`config.mk`:
```
export PLATFORM = sky130hd
export DESIGN_NAME = if_fetch_queue
export DESIGN_NICKNAME = d
export VERILOG_FILES = /design/src/rtl/if_fetch_queue.sv
export SDC_FILE = /design/constraint.sdc
export NUM_CORES = 1
export LEC_CHECK = 0
export CAP_MARGIN = 10
export CORE_ASPECT_RATIO = 0.75
export CORE_MARGIN = 10
export CORE_UTILIZATION = 55
export CTS_CLUSTER_SIZE = 40
export DETAILED_ROUTE_END_ITERATION = 7
export GPL_TIMING_DRIVEN = 0
export PLACE_DENSITY = 0.77
export SLEW_MARGIN = 20
export SYNTH_ARGS = -nofsm -noshare
export SYNTH_HDL_FRONTEND = slang
export SYNTH_SLANG_ARGS = --single-unit
```
`constraint.sdc`:
```
create_clock -name clock -period 13.41 [get_ports clock]
set_input_delay 2.682 -clock clock [delete_from_list [all_inputs] [get_ports clock]]
set_output_delay 2.682 -clock clock [all_outputs]
set_load 0.02 [all_outputs]
```
`src/rtl/if_fetch_queue.sv`:
```
// Instruction-fetch front end: issues paired fetches, queues the returned words in order,
// and presents up to two instructions per cycle to decode. A redirect flushes everything.
module if_fetch_queue #(
    parameter int          DEPTH    = 8,
    parameter logic [63:0] RESET_PC = 64'h0
) (
    input  logic                       clock,
    input  logic                       reset,
    output logic [63:0]                io_if_mem_instAddr,
    input  logic [31:0]                io_mem_id_inst_0,
    input  logic [31:0]                io_mem_id_inst_1,
    input  logic                       io_redirect_valid,
    input  logic [63:0]                io_redirect_pc,
    output logic                       io_id_valid_0,
    output logic                       io_id_valid_1,
    output logic [31:0]                io_id_inst_0,
    output logic [31:0]                io_id_inst_1,
    output logic [63:0]                io_id_pc_0,
    output logic [63:0]                io_id_pc_1,
    input  logic                       io_id_ready_0,
    input  logic                       io_id_ready_1,
    output logic [$clog2(DEPTH):0]     io_count
);
    localparam int AW = $clog2(DEPTH);
    localparam int CW = AW + 1;
    localparam logic [CW:0]   ISSUE_LIMIT = (CW + 1)'(DEPTH - 2);
    localparam logic [AW-1:0] PTR_ONE     = AW'(1);
    localparam logic [AW-1:0] PTR_TWO     = AW'(2);

    logic [63:0]   pc;
    logic [63:0]   inflight_pc;
    logic          inflight;
    logic [AW-1:0] head;
    logic [AW-1:0] tail;
    logic [CW-1:0] count;
    logic [63:0]   q_pc   [DEPTH];
    logic [31:0]   q_inst [DEPTH];

    logic [CW:0]   occupancy;
    logic          issue;
    logic          enq;
    logic          deq0;
    logic          deq1;
    logic [AW-1:0] head_1;
    logic [CW-1:0] count_next;

    // Reserve room for the in-flight pair before issuing another; uses pre-dequeue count.
    assign occupancy = {1'b0, count} + (CW + 1)'({inflight, 1'b0});
    assign issue     = !io_redirect_valid && (occupancy <= ISSUE_LIMIT);
    assign enq       = inflight && !io_redirect_valid;

    // Handshake: a slot transfers when its valid and ready are both high in the same cycle;
    // slot 1 may only transfer together with slot 0, and valids are suppressed during redirect.
    assign io_id_valid_0 = !io_redirect_valid && (count >= CW'(1));
    assign io_id_valid_1 = !io_redirect_valid && (count >= CW'(2));
    assign deq0          = io_id_valid_0 && io_id_ready_0;
    assign deq1          = deq0 && io_id_valid_1 && io_id_ready_1;

    assign head_1       = head + PTR_ONE;
    assign io_id_pc_0   = q_pc[head];
    assign io_id_inst_0 = q_inst[head];
    assign io_id_pc_1   = q_pc[head_1];
    assign io_id_inst_1 = q_inst[head_1];

    assign count_next         = count + CW'({enq, 1'b0}) - CW'(deq0) - CW'(deq1);
    assign io_count           = count;
    assign io_if_mem_instAddr = pc;

    always_ff @(posedge clock) begin
        if (!reset) begin
            pc          <= RESET_PC;
            inflight    <= 1'b0;
            inflight_pc <= '0;
            head        <= '0;
            tail        <= '0;
            count       <= '0;
        end else if (io_redirect_valid) begin
            // Dropping inflight discards the memory response that arrives next cycle.
            pc       <= io_redirect_pc;
            inflight <= 1'b0;
            head     <= '0;
            tail     <= '0;
            count    <= '0;
        end else begin
            inflight <= issue;
            if (issue) begin
                inflight_pc <= pc;
                pc          <= pc + 64'd8;
            end
            if (enq) begin
                tail <= tail + PTR_TWO;
            end
            head  <= head + AW'(deq0) + AW'(deq1);
            count <= count_next;
        end
    end

    always_ff @(posedge clock) begin
        if (enq && reset) begin
            q_pc[tail]            <= inflight_pc;
            q_inst[tail]          <= io_mem_id_inst_0;
            q_pc[tail + PTR_ONE]   <= inflight_pc + 64'd4;
            q_inst[tail + PTR_ONE] <= io_mem_id_inst_1;
        end
    end
endmodule
```
[Word-level counts from Yosys, hierarchy flattened]
Memories as Yosys holds them, arrays and structs flattened. A register that Yosys moved wholly into a read port is not among the register bits.
Index checks and enable logic that the tools add are counted.
W data, S select, Z words.
Storage, ports and cells
  register bits: 139
  RAM bits: 768
  input port bits: 133
  output and inout port bits: 262
  logic and storage cells: 42
  memories kept: 2
Memory list
  q_pc: words 8, width 64, rd ports 2, clocked after Yosys merged registers in 1, write ports 2, line 36  | logic [63:0] q_pc [DEPTH];
  q_inst: words 8, width 32, rd ports 2, clocked after Yosys merged registers in 1, write ports 2, line 37  | logic [31:0] q_inst [DEPTH];
Operators by class
  add/subtract/negate cells: 11
  order comparisons: 3
  muxes and demuxes: 6
  bitwise gates (word level): 2
  reductions and logical operators: 12
Operators by type and width (count)
  $mux W64: 2
  $add A64 B3 Y64 const B: 1
  $add A64 B4 Y64 const B: 1
  $logic_and A1 B1 Y1: 8
  $sub A4 B1 Y4: 2
  $add A3 B1 Y3: 2
  $add A3 B1 Y3 const B: 2
  $mux W3: 2
  $add A4 B2 Y5: 1
  $le A5 B3 Y1 const B: 1
  $add A4 B2 Y4: 1
  $ge A4 B1 Y1 const B: 1
  $ge A4 B2 Y1 const B: 1
  $add A3 B2 Y3 const B: 1
  $mux W1: 2
  $not A1 Y1: 2
  $reduce_and A2 Y1: 1
  $reduce_bool A2 Y1: 1
  $reduce_or A2 Y1: 1
  $logic_not A1 Y1: 1

[Depth between registers and ports, before layout]
  depth after elaboration: 7
  gate-level depth with buffers: 15
  mapped depth without buffers: 15

[Least setup slack after synthesis]
OpenSTA, ideal clock, no wires.
  path type: input-to-reg
  start point: in io_redirect_valid
  end point: mem q_inst[0][0] (enable)
  library setup time: 0.575 ns
  arrival time: 7.653 ns
  required time: 12.835 ns
  slack: 5.182 ns
  cell stages on the path: 4
  buffers on the path: 2
  cell sequence: clkbuf_1 > clkbuf_1 > nor2_1 > and3_1
RTL lines
  from (decl): line 12  | input logic io_redirect_valid,
  to (decl): line 37

==> results by group <==
Synth
  – Syn Std Cell Area: 0.0418 mm2
  – Xor and xnor area share after synthesis: 1.87%
  – Async S/R FF share, synth: 0%
  – Synth Register Bits: 898
  – Synth Area in Simple Gates: 6.09%
  – Top cell type's share of synthesized area: 54.7%
  – Cells after Synth: 2451
  – Most used DFF post-synth: edfxtp_1
  – Post-synth EDFFs: 760
  – Syn_nets: 2604
  – Mean Syn Cell Area: 17.0 um2
  – Ranking of synthesized cells by area: edfxtp_1 55%, mux4_2 20%, dfxtp_1 6.6%
  – Post-synthesis adder-cell area fraction: 0.635%
  – Main combinational cell family by area after synthesis: multiplexers
  – Cell taking the most area after synthesis: edfxtp_1
  – Sequential area share after synthesis: 61.3%
  – Post-synthesis mux area share: 25.8%
  – Yosys cell types: 61
  – Number of synthesis warnings: 0
  – Post-synthesis compound-gate area fraction: 2.54%

Route
  – Initial drt markers: 3486
  – Final wirelength: 123000 um
  – WL/cell: 30.5 um
  – Remaining antenna violation count: 0
  – First drt pass iteration count: 5
  – DRC: 0
  – Via count: 26800
  – Vias per cell: 6.62

Critical path
  – CP max FO: 10
  – Crit. End Element: primary output
  – WS Path Type: register to primary output
  – CP arrival: 5.09 ns
  – Critical path required time: 10.73 ns
  – Worst r2r path cells: 5
  – Startpoint Class: register

STA
  – Skew final: 0.0273 ns
  – Setup ws final: 5.64 ns
  – Fmax: 129 MHz
  – Slew Viols, Final: 0
  – Worst relative slew slack: 19.6%
  – RSZ-0062 raised after global routing: no
  – Final Cycle Share: 57.9%
  – Worst-margin pin slew: 1.21 ns
  – Smallest hold slack: 0.485 ns
  – Final setup fails: 0
  – Total negative slack: 0 ns
  – Minimum clock period: 7.77 ns
  – Final hold violation count: 0

Global route
  – Largest net degree at the start of global routing: 48
  – GRT Residual Overflow: 0
  – Initial antenna violation count: 6
  – First-pass GRT wire length: 182000 um
  – Vias in the first global route: 27100
  – Total GRT Usage: 27.7%

Clocking
  – Clk sinks: 898
  – Latest clock arrival within the worst-skew pair: 0.65 ns
  – Post-CTS Setup Repair Bufs: 0
  – Post-CTS Hold Buffers: 0
  – Cts repair resizes: 0
  – H-tree depth: 3
  – Clk buf depth: 3
  – Total CTS buffers: 86
  – Root buf cell: clkbuf_16
  – Worst-path clk slew: 0.06 ns
  – CTS tree: done

Die
  – Core Region: 0.0752 mm2
  – Core Rows: 87
  – DIE AREA: 0.0875 mm2
  – Num ports: 395
  – Die Height: 259 um
  – Die X: 338 um
  – Initial Utilization: 55.5%

Layout
  – Cell area after layout: 0.0503 mm2
  – Fillers: 4938
  – Share of layout cells above drive strength 1: 25.4%
  – Final Net Count: 3105
  – P&R area growth vs syn: 20.5%

Place
  – Dpl hpwl: 87800 um
  – Pre-CTS setup slack: 5.90 ns
  – GP Congestion: 0.924
  – Placed Area: 0.0474 mm2
  – I/O Buffers: 394

Job
  – Max Cap Viol: 0

Pwr
  – Sequential power share: 52.5%
  – Net Sw Power: 1.32 mW
  – Clk pwr share: 40.6%
  – Pwr Total: 5.97 mW
  – Leakage power: 15.0 nW
  – Max IR drop VDD: 0.0996 mV
  – P_int: 4.65 mW
  – Sw Share: 22.2%
  – Logic gate share of total power: 7.0%
  – Power per cell area: 119 mW/mm2

Min path
  – Hold Path Class: register to register
  – WHS Path Cells: 2

Status
  – Status: finished, final reports clean
[critical path, cell delays in order (launching register included)]
cell and delay [ns]:
dfxtp_1 0.53, clkbuf_1 0.50, buf_2 0.43, clkbuf_1 0.93
buf_1 0.75, mux4_2 0.42, mux2_2 0.32, clkdlybuf4s50_1 0.56
[power groups by stage]
stage	Clock, mW	Combinational (mW)	Sequential (mW)
6_report	2.42	0.417	3.13
5_1_grt	2.55	0.439	3.13
4_1_cts	2.44	0.417	3.13
3_5_place_dp	0	0.414	3.19
3_3_place_gp	0	0.404	3.19
2_1_floorplan	0	0.198	3.18
[final cells by class]
type                       instances  area (um2)  share of cell area, %
timing repair buffer             413        4380                   8.71
buffer                           161         666                   1.32
clock inverter                    41         333                  0.662
inverter                          34         128                  0.254
tap                             1023        1280                   2.54
sequential                       898       25600                   50.9
antenna                            3        7.51                 0.0149
multi-input combinational       1358       15400                   30.7
clock buffer                     119        2480                   4.92
[cell families after synthesis]
logic type                 after synthesis
muxes                                  576
AOI/OAI and AO/OA                      183
xor gates and xnor gates                89
adders and majority gates               20
buffers and inverters                  195
and+or+nand+nor                        490
DFF                                    898
[per-stage QoR]
step / utilization (%) / std cells
floorplan: - / 2451
global placement: 62.5 / 3868
detailed placement: 63.1 / 3886
CTS: 66.8 / 4046
global route: 66.9 / 4048
finish: 66.9 / 4050
[synth_stat cells, types with 8 or more instances]
cell type / instances
ha_1: 18
dfxtp_1: 138
xnor2_1: 59
a311oi_1: 12
nand2_1: 171
o21ai_0: 47
edfxtp_1: 760
a21oi_1: 83
a211oi_1: 13
nor4_1: 17
xor2_1: 30
a31oi_1: 8
inv_1: 32
and4_1: 17
mux2_2: 189
and3_1: 23
nor2_1: 69
nand3_1: 42
mux4_2: 380
buf_1: 36
clkbuf_1: 115
nor3_1: 34
nor2b_1: 8
nand4_1: 51
[sequential cells by signal (all words and copies together), names as in the netlist]
name                count
tail                    2
q_pc                  504
head                    3
io_if_mem_instAddr     64
inflight                1
io_count                4
q_inst                256
inflight_pc            64
[routing by layer]
layer	part of all wire [%]	vias to the layer above	global-route usage, %
li1	-	11000	-
met5	0.046	-	0
met1	39	13800	38.5
met3	11	200	7.37
met4	2.5	10	7.16
met2	47	1747	43.5
[final timing paths]
path / from / to / slack (ns)
hold reg to reg: io_if_mem_instAddr[0]$_SDFFE_PN0P_ / inflight_pc[0]$_SDFFE_PN0P_ / 0.49
setup reg to reg: inflight_pc[12]$_SDFFE_PN0P_ / q_pc[1][60]$_DFFE_PP_ / 9.84
setup / recovery: head[0]$_SDFF_PP0_ / io_id_pc_0[48] / 5.64
hold / removal: io_if_mem_instAddr[0]$_SDFFE_PN0P_ / inflight_pc[0]$_SDFFE_PN0P_ / 0.49
[cells in the final DEF, fill, tap and decap left out, drive strengths merged, types with 35 or more instances in the layout]
cell             n
a21oi           83
buf             47
clkbuf         251
clkdlybuf4s50  395
dfxtp          138
edfxtp         760
inv             37
mux2           189
mux4           380
nand2          172
nand3           44
nand4           51
nor2            69
nor3            35
o21ai           50
xnor2           59
Note: power is estimated with default switching activity, not from simulation.
